File: src/rtl/reaction_round_ctrl.sv
// Multi-round reaction game sequencer: random target second, LED response window, hit/miss scoring.
// Optional macro REACTION_TIME_EN enables capture of the LED-on to press latency in react_cycles.
module reaction_round_ctrl #(
  parameter int unsigned ROUNDS      = 5,
  parameter int unsigned RESP_CYCLES = 12_500_000
) (
  input  logic        clk,
  input  logic        reset,
  input  logic        tick,
  input  logic        btn_pressed,
  input  logic [15:0] rnd,
  output logic        led_ext,
  output logic        busy,
  output logic [3:0]  round_idx,
  output logic [3:0]  score,
  output logic        hit,
  output logic        miss,
  output logic        done,
  output logic [23:0] react_cycles
);

  localparam logic [23:0] RESP_LAST  = 24'(RESP_CYCLES - 1);
  localparam logic [3:0]  ROUND_LAST = 4'(ROUNDS - 1);

  typedef enum logic [2:0] {
    S_IDLE,
    S_ARM,
    S_COUNT,
    S_RESPOND,
    S_RESULT,
    S_DONE
  } state_t;

  state_t      state_q;
  logic [3:0]  prev_target_q;
  logic [3:0]  target_q;
  logic [3:0]  sec_cnt_q;
  logic [23:0] resp_cnt_q;
  logic        won_q;
  logic        led_q;
  logic        busy_q;
  logic [3:0]  round_q;
  logic [3:0]  score_q;
  logic        hit_q;
  logic        miss_q;
  logic        done_q;

  logic [3:0]  t_raw;
  logic [3:0]  t_base;
  logic [3:0]  target_d;
  logic        unused_rnd_hi;

  assign unused_rnd_hi = ^rnd[15:4];

  // Map 0..15 onto 1..10, then bump away from the previous round's target.
  always_comb begin
    t_raw    = rnd[3:0];
    t_base   = (t_raw <= 4'd8) ? t_raw + 4'd1 : 4'd10;
    target_d = t_base;
    if (t_base == prev_target_q) begin
      target_d = (t_base == 4'd10) ? 4'd1 : t_base + 4'd1;
    end
  end

`ifdef REACTION_TIME_EN
  logic [23:0] react_q;
  assign react_cycles = react_q;
`else
  assign react_cycles = '0;
`endif

  always_ff @(posedge clk) begin
    if (reset) begin
      state_q       <= S_IDLE;
      prev_target_q <= '0;
      target_q      <= '0;
      sec_cnt_q     <= '0;
      resp_cnt_q    <= '0;
      won_q         <= 1'b0;
      led_q         <= 1'b0;
      busy_q        <= 1'b0;
      round_q       <= '0;
      score_q       <= '0;
      hit_q         <= 1'b0;
      miss_q        <= 1'b0;
      done_q        <= 1'b0;
`ifdef REACTION_TIME_EN
      react_q       <= '0;
`endif
    end else begin
      hit_q  <= 1'b0;
      miss_q <= 1'b0;
      done_q <= 1'b0;
      case (state_q)
        S_IDLE: begin
          led_q  <= 1'b0;
          busy_q <= 1'b0;
          if (btn_pressed) begin
            score_q <= '0;
            round_q <= '0;
            busy_q  <= 1'b1;
            state_q <= S_ARM;
          end
        end
        S_ARM: begin
          target_q      <= target_d;
          prev_target_q <= target_d;
          sec_cnt_q     <= '0;
          state_q       <= S_COUNT;
        end
        S_COUNT: begin
          // An early press beats a coincident target tick.
          if (btn_pressed) begin
            won_q   <= 1'b0;
            state_q <= S_RESULT;
          end else if (tick) begin
            sec_cnt_q <= sec_cnt_q + 4'd1;
            if (sec_cnt_q + 4'd1 == target_q) begin
              led_q      <= 1'b1;
              resp_cnt_q <= '0;
              state_q    <= S_RESPOND;
            end
          end
        end
        S_RESPOND: begin
          resp_cnt_q <= resp_cnt_q + 24'd1;
          if (btn_pressed) begin
            won_q   <= 1'b1;
            score_q <= score_q + 4'd1;
            led_q   <= 1'b0;
            state_q <= S_RESULT;
`ifdef REACTION_TIME_EN
            react_q <= resp_cnt_q;
`endif
          end else if (resp_cnt_q == RESP_LAST) begin
            won_q   <= 1'b0;
            led_q   <= 1'b0;
            state_q <= S_RESULT;
          end
        end
        S_RESULT: begin
          hit_q  <= won_q;
          miss_q <= ~won_q;
          if (round_q == ROUND_LAST) begin
            done_q  <= 1'b1;
            state_q <= S_DONE;
          end else begin
            round_q <= round_q + 4'd1;
            state_q <= S_ARM;
          end
        end
        S_DONE: begin
          busy_q  <= 1'b0;
          state_q <= S_IDLE;
        end
        default: state_q <= S_IDLE;
      endcase
    end
  end

  assign led_ext   = led_q;
  assign busy      = busy_q;
  assign round_idx = round_q;
  assign score     = score_q;
  assign hit       = hit_q;
  assign miss      = miss_q;
  assign done      = done_q;

endmodule

File: config.mk
export PLATFORM = sky130hd
export DESIGN_NAME = reaction_round_ctrl
export DESIGN_NICKNAME = d
export VERILOG_FILES = /design/src/rtl/reaction_round_ctrl.sv
export SDC_FILE = /design/constraint.sdc
export NUM_CORES = 1
export LEC_CHECK = 0
export BUFFER_PORTS_ARGS = -buffer_cell sky130_fd_sc_hd__buf_2
export CAP_MARGIN = 5
export CORE_UTILIZATION = 35
export CTS_CLUSTER_DIAMETER = 40
export DETAILED_ROUTE_END_ITERATION = 6
export SLEW_MARGIN = 20
export SYNTH_ARGS = -nofsm -noshare
export SYNTH_HDL_FRONTEND = slang
export SYNTH_SLANG_ARGS = --single-unit
File: constraint.sdc
create_clock -name clk -period 5.4 [get_ports clk]
set_input_delay 0.54 -clock clk [delete_from_list [all_inputs] [get_ports clk]]
set_output_delay 0.54 -clock clk [all_outputs]
set_load 0.02 [all_outputs]
# Word level (Yosys, flattened, before mapping)
# Cells that the tools add are included.
[word_totals]
mem_bits_ro = 0
latchBits = 0
mem_count = 0
reg_bits = 49
in_bits = 20
ram_bits = 0
output_inout_bits = 37
[classes]
div_mod_pow = 0
magnitude_cmp = 1
eq_ne = 20
add_sub_neg = 6
n_mux = 35
mul = 0
n_bitwise = 2
n_shift = 0
reduce_logical = 15
[ops]
columns = ["operator", "n"]
rows = [
  ["$mux W24", 3],
  ["$pmux W24 S2", 1],
  ["$mux W4", 8],
  ["$add A24 B1 Y24 const B", 1],
  ["$eq A24 B24 Y1 const B", 1],
  ["$pmux W4 S2", 3],
  ["$mux W3", 7],
  ["$add A4 B1 Y4 const B", 5],
  ["$pmux W3 S5", 1],
  ["$ne A2 B2 Y1 const B", 7],
  ["$reduce_and A3 Y1", 4],
  ["$reduce_bool A2 Y1", 5],
  ["$mux W1", 9],
  ["$ne A3 B3 Y1 const B", 3],
  ["$eq A4 B4 Y1", 2],
  ["$reduce_and A4 Y1", 2],
  ["$eq A3 B2 Y1 const B", 2],
  ["$eq A3 B3 Y1 const B", 2],
  ["$reduce_and A5 Y1", 1],
  ["$eq A4 B3 Y1 const B", 1],
  ["$eq A4 B4 Y1 const B", 1],
  ["$le A4 B4 Y1 const B", 1],
  ["$pmux W1 S2", 2],
  ["$eq A3 B1 Y1 const B", 1],
  ["other kinds (5)", 6],
]

# Longest topological paths before layout
# Gate-level depths: netlist of the first run.
[logic_depth]
word_depth = 6
ltp_mapped = 9
ltp_nobuf = 7

# Worst setup path after synthesis of the first run
# OpenSTA, ideal clock, no wires.
[synth_timing]
path_kind = "input-to-reg"
start = "input rnd[0]"
end = "register target_q[2]"
stages = 8
t_arrival_ns = 2.382
setup_ns = 0.074
path_slack_ns = 2.943
cell_sequence = "buf_2 -> inv_1 -> ha_1 -> clkbuf_1 -> nand3_1 -> or4_4 -> or4_1 -> a31oi_1"
[synth_between]
elab_chain_len = 5
[synth_rtl]
columns = ["element", "line_no", "rtl"]
rows = [
  ["start, declared", "11", "input logic [15:0] rnd,"],
  ["$add A4 B1 Y4 or $le A4 B4 Y1 (tied branches)", "58", "t_base = (t_raw <= 4'd8) ? t_raw + 4'd1 : 4'd10;"],
  ["$mux W4 (*)", "58", ""],
  ["$add A4 B1 Y4 or $eq A4 B4 Y1 (tied branches)", "61", "target_d = (t_base == 4'd10) ? 4'd1 : t_base + 4'd1;"],
  ["$mux W4", "61", ""],
  ["$mux W4 (*)", "60", "if (t_base == prev_target_q) begin"],
  ["end signal, assigned", "106", "target_q <= target_d;"],
  ["end, declared", "36", "logic [3:0] target_q;"],
]
# Mark *: on every way between the ends. The rest lies on a longest branch, timed or not.
# A chain may end at the register's enable or synchronous reset.

# Worst setup path after layout of the first run
[layout_timing]
start = "register sec_cnt_q[0]"
end = "register resp_cnt_q[23]"
[layout_between]
elab_chain_len = 4
[layout_rtl]
columns = ["element", "line_no", "rtl"]
rows = [
  ["start, declared", "37", "logic [3:0] sec_cnt_q;"],
  ["start signal, assigned", "117", "sec_cnt_q <= sec_cnt_q + 4'd1;"],
  ["$add A4 B1 Y4", "118", "if (sec_cnt_q + 4'd1 == target_q) begin"],
  ["$eq A4 B4 Y1", "118", ""],
  ["$ne A2 B2 Y1 (no source line)", "-", ""],
  ["$reduce_and A4 Y1 (no source line)", "-", ""],
  ["end signal, assigned", "126", "resp_cnt_q <= resp_cnt_q + 24'd1;"],
  ["end, declared", "38", "logic [23:0] resp_cnt_q;"],
]
# No other way between the ends.

==> metrics.md, run 1 <==
| Metric | Value |
|---|---|
| Status | `finished clean` |
| Post-CTS Setup Inserts | `0` |
| Post-Synth Adder-Cell Area | `2.87%` |
| CP Data Arrival Time | `2.58 ns` |
| Skew-Pair Late Insertion Delay | `about 0.32 ns` |
| Final TNS setup | `0 ns` |
| # IOs | `57` |
| Initial Utilization | `36.6%` |
| Worst rel slew slack | `44.3%` |
| Gpl congestion | `roughly 0.79` |
| N_diodes | `0` |
| CTS max path bufs | `2` |
| Layout Skew | `0.0120 ns` |
| Avg WL per Cell | `13.9 µm` |
| Layout Nets | `approximately 420` |
| Layout cell share with drive strength beyond 1 | `9.49%` |
| FMAX | `0.422 GHz` |
| Fin. Hold Viols | `0` |
| Place WS | `2.78 ns` |
| Placed cell area | `0.00311 mm²` |
| Dpl hpwl | `around 4800 µm` |
| Distinct cell type count after synthesis | `63` |
| Drt first-iter violations | `131` |
| PostCTS Resize Cnt | `0` |
| Cell count after synthesis | `~380` |
| Post-Syn Area | `0.00305 mm²` |
| Post-layout power | `727 µW` |
| Fin. max-slew vios | `0` |
| # clock sinks | `49` |
| Die Span Y | `95.3 µm` |
| Global-route wire length before repair | `11,600 µm` |
| Core Box Area | `0.00834 mm²` |
| CTS Hold Bufs | `0` |
| Pin count of the biggest net entering global routing | `32` |
| Yosys reg bits | `49` |
| Final core occ | `approximately two fifths` |
| Req. time, crit path | `5.62 ns` |
| CTS tree | `yes` |
| Die area | `0.00909 mm²` |
| Total GRT Usage | `16.2%` |
| Initial antenna violation count | `0` |
| Vias per cell | `approximately 5.5` |
| Worst-path maximum fanout | `10` |
| CTS root buffer | `clkbuf_8` |
| Max Cap Viol | `0` |
| Total number of vias | `2,735` |
| Most common cell after layout, fill and taps aside | `dfxtp_1` |
| Drt first pass iters | `5` |
| Mux cell area share after synthesis | `0.328%` |
| Vias in the first global route | `roughly 2,400` |
| PortBufs | `20` |
| Setup crit end kind | `register` |
| Tightest Pin Transition | `0.828 ns` |
| # rows | `33` |
| Total CTS buffers | `5` |
| Commonest non-fill, non-tap cells in the layout | `dfxtp_1 (49), nor2_1 (33), nand2_1 (27)` |
| Synth Area in XOR/XNOR | `5.38%` |
| Final worst slack | `3.03 ns` |
| Sequential area share after synthesis | `32.2%` |
| Post-route ant nets | `0` |
| Overflow after GRT | `0` |
| Pwr dens | `228 mW/mm²` |
| Overall routed net length | `6870 µm` |
| Die Width | `roughly 95 µm` |
| Compound-Gate Fraction of Synth Area | `21.3%` |
| Area Overhead vs Synth | `4.68%` |
| Crit path time final | `2.37 ns` |
| Post-synth EDFFs | `0` |
| Synthesis Warnings | `0` |
| Post-synth ARST share | `0%` |
| Crit Path Class | `reg -> reg` |
| Setup crit start kind | `register` |
| Final Cell Area | `around 0.0032 mm²` |
| Main synth FF type | `dfxtp_1` |
| Setup violators final | `0` |
| H-tree depth | `2` |
| Type of the worst min-delay path | `reg -> reg` |
| Worst-path clk slew | `0.10 ns` |
| Largest family of logic cells by synthesized area | `simple AND/OR/NAND/NOR gates` |
| Mean Syn Cell Area | `7.98 µm²` |
| Post-synthesis simple-gate area fraction | `a little over a quarter` |
| DRC | `0` |
| Pleak | `0.00122 µW` |
| RSZ-0062 raised after global routing | `false` |
| Max IR drop VDD | `95.5 µV` |
| Fin crit share | `43.9%` |
layout make-up:
| class | count | area, µm² |
|---|---|---|
| clock buffer | 5 | 68.8 |
| multi-input combinational | 300 | 1840 |
| tap | 105 | 131 |
| sequential | 49 | 981 |
| timing repair buffer | 21 | 108 |
| fill | 874 | 5150 |
| inverter | 12 | 45.0 |
| clock inverter | 3 | 17.5 |
metal layers:
metal | GRT usage (%) | share of wire (%) | up-vias
li1 | - | - | 1362
met1 | 21.7 | 48 | 1301
met2 | 26.5 | 47 | 64
met3 | 3.67 | 4.4 | 8
met4 | 3.41 | 1.2 | 0
met5 | 0 | 0 | -
metrics by stage:
stage | hold WS [ns] | std cells
global route | 0.485 | 495
finish | 0.473 | 495
floorplan | 0.417 | 405
global placement | 0.457 | 487
detailed placement | 0.461 | 487
CTS | 0.474 | 495
where the power goes:
part	switching, µW	internal (µW)	total, µW
Clock	131	89.7	221
Combinational	80.0	40.3	120
Sequential	15.5	370	386
cells in the mapped netlist (all sizes together) (2+ instances only):
| cell type | count | share of area, % |
|---|---|---|
| a211oi | 2 | 0.49 |
| a21bo | 2 | 0.66 |
| a21o | 3 | 0.74 |
| a21oi | 23 | 3.8 |
| a22o | 2 | 0.57 |
| a311oi | 8 | 2.3 |
| a31oi | 16 | 3.5 |
| and2 | 4 | 0.90 |
| and3 | 10 | 2.1 |
| and4 | 6 | 1.7 |
| buf | 31 | 7.2 |
| clkbuf | 13 | 1.6 |
| dfxtp | 49 | 32 |
| ha | 7 | 2.9 |
| inv | 12 | 1.5 |
| nand2 | 27 | 3.3 |
| nand2b | 9 | 1.8 |
| nand3 | 21 | 3.4 |
| nand3b | 3 | 0.74 |
| nand4 | 8 | 1.6 |
| nor2 | 33 | 4.1 |
| nor2b | 3 | 0.62 |
| nor3 | 11 | 1.8 |
| nor3b | 3 | 0.90 |
| nor4 | 2 | 0.41 |
| nor4b | 3 | 0.86 |
| o2111ai | 2 | 0.57 |
| o211a | 2 | 0.66 |
| o21a | 5 | 1.2 |
| o21ai | 12 | 2.0 |
| o31ai | 4 | 0.98 |
| o41ai | 2 | 0.57 |
| or2 | 4 | 0.82 |
| or3 | 2 | 0.41 |
| or4 | 5 | 1.4 |
| xnor2 | 11 | 3.2 |
| xor2 | 5 | 1.4 |
worst max-delay path, cell delays in order, from the launching register on:
cell and delay, ns:
dfxtp_1 0.42, ha_1 0.29, xor2_1 0.15, nor3_1 0.28, nand3_1 0.39, and2_1 0.38, a221o_1 0.37
flip-flops by register name, summed over array words and instances, names as in the netlist:
signal and count:
state_q 3, target_q 4, hit 1, done 1
round_idx 4, sec_cnt_q 4, won_q 1, score 4
led_ext 1, resp_cnt_q 24, busy 1, miss 1
worst paths after layout:
check	from	endpoint	slack [ns]	depth (start not counted)
setup / recovery	sec_cnt_q[0]$_SDFFE_PP0P_	resp_cnt_q[23]$_SDFFE_PP0P_	3.03	6
hold / removal	resp_cnt_q[13]$_SDFFE_PP0P_	resp_cnt_q[13]$_SDFFE_PP0P_	0.47	1
setup reg to reg	sec_cnt_q[0]$_SDFFE_PP0P_	resp_cnt_q[23]$_SDFFE_PP0P_	3.03	6
hold reg to reg	resp_cnt_q[13]$_SDFFE_PP0P_	resp_cnt_q[13]$_SDFFE_PP0P_	0.47	1
cells by family (layout without fill, tap and decap cells):
logic type,count (synthesis),after routing
XOR/XNOR,17,17
multiplexers,1,1
AND/OR/NAND/NOR,156,156
AO/OA/AOI/OAI,95,95
buffers and inverters,56,41
flip-flops,49,49
other,1,24
adder cells (fa/ha/maj),7,7
Note: power is estimated with default switching activity, not from simulation.
==> inputs of run 2 (changes only) <==
--- a/config.mk
+++ b/config.mk
@@ -5,6 +5,7 @@
 export SDC_FILE = /design/constraint.sdc
 export NUM_CORES = 1
 export LEC_CHECK = 0
+export ABC_AREA = 1
 export BUFFER_PORTS_ARGS = -buffer_cell sky130_fd_sc_hd__buf_2
 export CAP_MARGIN = 5
 export CORE_UTILIZATION = 35
==> constraint.sdc (replaced) <==
create_clock -name clk -period 2.1 [get_ports clk]
set_input_delay 0.21 -clock clk [delete_from_list [all_inputs] [get_ports clk]]
set_output_delay 0.21 -clock clk [all_outputs]
set_load 0.02 [all_outputs]
==> run 2 against run 1 <==
Combinational power grew to 6.1 times the previous value. Power increased to 3.5 times the previous value. Synthesized cell count is 38% higher. First-iteration DRC count grew 3.1%. Worst hold slack worse by 0.20 ns. Count of clock-buffer cells in the layout did not move.
==> metrics.md, run 2 <==
| Metric | Value |
|---|---|
| Status | `finished clean` |
| Die area | `0.00999 mm² (+9.9%)` |
| Layout cell share with drive strength beyond 1 | `12.6% (+3.1 points)` |
| Initial Utilization | `36.2% (-0.40 points)` |
| Layout Skew | `0.0103 ns (-0.00172 ns)` |
| Commonest non-fill, non-tap cells in the layout | `nand2_1 (132), inv_1 (71), nand3_1 (54)` |
| Vias in the first global route | `3,092 (+27%)` |
| Top reg by flops | `resp_cnt_q` |
| Metal2 WL | `3650 µm (+14%)` |
| Fillers | `1,023 (+17%)` |
| Cell count after synthesis | `526 (+38%)` |
| H-tree depth | `2 (unchanged)` |
| RSZ-0062 raised after global routing | `false` |
| Largest cells by area after synthesis | `dfxtp_1 (29%), nand2_1 (15%), nand3_1 (8.1%)` |
| Mean Syn Cell Area | `6.38 µm² (-20%)` |
| Wire length on met1 | `3600 µm (+9.5%)` |
| CP Data Arrival Time | `2.06 ns (-0.52 ns)` |
| Max FFs per register | `24 (unchanged)` |
| Worst r2r src | `resp_cnt_q[0]$_SDFFE_PP0P_` |
| CTS tree | `yes` |
| Pleak | `0.00159 µW (+30%)` |
| Layout Nets | `575 (+38%)` |
| Drt first pass iters | `5 (unchanged)` |
| Most common cell after layout, fill and taps aside | `nand2_1` |
| Final Cell Area | `0.00362 mm² (+13%)` |
| Sequential Area | `982 µm² (+0.13%)` |
| Synth top area share | `29.2% (-2.9 points)` |
| Synthesis Warnings | `0 (unchanged)` |
| PortBufs | `20 (unchanged)` |
| Main synth FF type | `dfxtp_1` |
| Drt first-iter violations | `135 (+3.1%)` |
| Yosys reg bits | `49 (unchanged)` |
| Max IR drop VDD | `533 µV (+460%)` |
| Skew-Pair Late Insertion Delay | `0.32 ns (about the same)` |
| Setup violators final | `0 (unchanged)` |
| # IOs | `57 (unchanged)` |
| Fin. Hold Viols | `0 (unchanged)` |
| # clock sinks | `49 (unchanged)` |
| Avg WL per Cell | `11.3 µm (-18%)` |
| Post-CTS Setup Inserts | `0 (unchanged)` |
| CTS root buffer | `clkbuf_8` |
| Most common cell in the netlist | `nand2_1` |
| Distinct cell type count after synthesis | `34 (-46%)` |
| Crit Path Class | `reg -> reg` |
| Post-route ant nets | `0 (unchanged)` |
| Min-delay src | `reset` |
| Dpl hpwl | `5930 µm (+22%)` |
| Post-layout power | `2540 µW (+250%)` |
| # rows | `35 (+6.1%)` |
| Area Overhead vs Synth | `7.72%` |
| Total GRT Usage | `16.8% (+0.54 points)` |
| Placed cell area | `0.00350 mm² (+13%)` |
| FMAX | `0.542 GHz (+28%)` |
| Core Box Area | `0.00928 mm² (+11%)` |
| Die Span Y | `99.9 µm (+4.8%)` |
| Overall routed net length | `7680 µm (+12%)` |
| Post-synth ARST share | `0% (unchanged)` |
| Sequential area share after synthesis | `29.2% (-2.9 points)` |
| N_diodes | `0 (unchanged)` |
| Post-synth EDFFs | `0 (unchanged)` |
| Most frequent cells after synthesis | `nand2_1 (132), inv_1 (71), nand3_1 (54), dfxtp_1 (49), a21oi_1 (42)` |
| Setup crit start kind | `register` |
| Total number of vias | `3,224 (+18%)` |
| Initial antenna violation count | `0 (unchanged)` |
| Setup crit end kind | `register` |
| Post-Syn Area | `0.00336 mm² (+10%)` |
| Crit path time final | `1.85 ns (-0.523 ns)` |
| Area occupied by multi-input gates | `0.00192 mm² (+4.2%)` |
| Area leader, netlist | `dfxtp_1` |
| WL met3 | `275 µm (-8.0%)` |
| Pwr dens | `703 mW/mm² (+210%)` |
| Total CTS buffers | `5 (unchanged)` |
| Crit path from | `resp_cnt_q[0]$_SDFFE_PP0P_` |
| Type of the worst min-delay path | `in -> reg` |
| Vias per cell | `4.76 (-14%)` |
| Worst-path maximum fanout | `6 (-4)` |
| Req. time, crit path | `2.32 ns (-3.30 ns)` |
| Die Width | `99.9 µm (+4.8%)` |
| PostCTS Resize Cnt | `0 (unchanged)` |
| DRC | `0 (unchanged)` |
| CTS Hold Bufs | `0 (unchanged)` |
| Final TNS setup | `0 ns (unchanged)` |
| Pin count of the biggest net entering global routing | `19 (-41%)` |
| Top routing layer in use | `met4` |
| Fin crit share | `87.9% (+44 points)` |
| Global-route wire length before repair | `13,700 µm (+18%)` |
| Fin. max-slew vios | `0 (unchanged)` |
| Max Cap Viol | `0 (unchanged)` |
| Worst-path clk slew | `0.11 ns (about the same)` |
| Gpl congestion | `0.927 (+17%)` |
| Overflow after GRT | `0 (unchanged)` |
| CTS max path bufs | `2 (unchanged)` |
-- run 2: final cells by class --
cell class / count / share of cell area, %
Inverter: 78 / 8.10
Clock buffer: 5 / 1.90
Sequential cell: 49 / 27.2
Multi-Input combinational cell: 388 / 53.0
Tap cell: 129 / 4.46
Timing Repair Buffer: 26 / 4.01
Clock inverter: 3 / 1.31
-- run 2: where the power goes --
group	switching (µW)	internal (µW)	total, µW
sequential	71.8	1010	1080
combinational	486	240	726
clock	370	364	734
total	928	1610	2540
-- run 2: metrics by stage --
step                      hold slack, ns  std cells  util (%)  setup WS [ns]
final                              0.275        678      38.9          0.254
after global routing               0.301        678      38.9         0.0628
after CTS                          0.291        678      38.9          0.250
after detailed placement           0.430        670      37.7          0.268
after global placement             0.435        670      37.7          0.281
after floorplan                    0.413        549         -          0.511
-- run 2: cells by family after synthesis --
logic type	count (synthesis)	share of synthesized area, %
other	1	0.112
flip-flops	49	29.2
buffers and inverters	112	16.2
AO/OA/AOI/OAI	71	11.9
AND/OR/NAND/NOR	279	38.1
adder cells (fa/ha/maj)	7	2.61
XOR/XNOR	7	1.83
-- run 2: final timing paths --
check,slack [ns],cells after the start,endpoint
worst max-delay path,0.25,10,led_ext$_SDFFE_PP0P_
worst min-delay path,0.28,2,state_q[0]$_SDFFE_PP0P_
worst max register to register,0.25,10,led_ext$_SDFFE_PP0P_
worst min register to register,0.44,1,miss$_SDFF_PP0_
-- run 2: critical path, stage by stage, from the launching register on --
cell     delay, ns
dfxtp_1       0.45
ha_1          0.33
nand3_2       0.14
nor2_4        0.14
inv_2         0.08
nor2_2        0.13
nand2_2       0.10
a21oi_2       0.17
nand3_1       0.09
nand2_1       0.06
nor2_1        0.04
-- run 2: per-layer routing --
metal / GRT usage (%) / vias up
met2: 29.2 / 57
met3: 2.30 / 12
li1: - / 1693
met4: 5.20 / 0
met5: 0 / -
met1: 21.4 / 1462
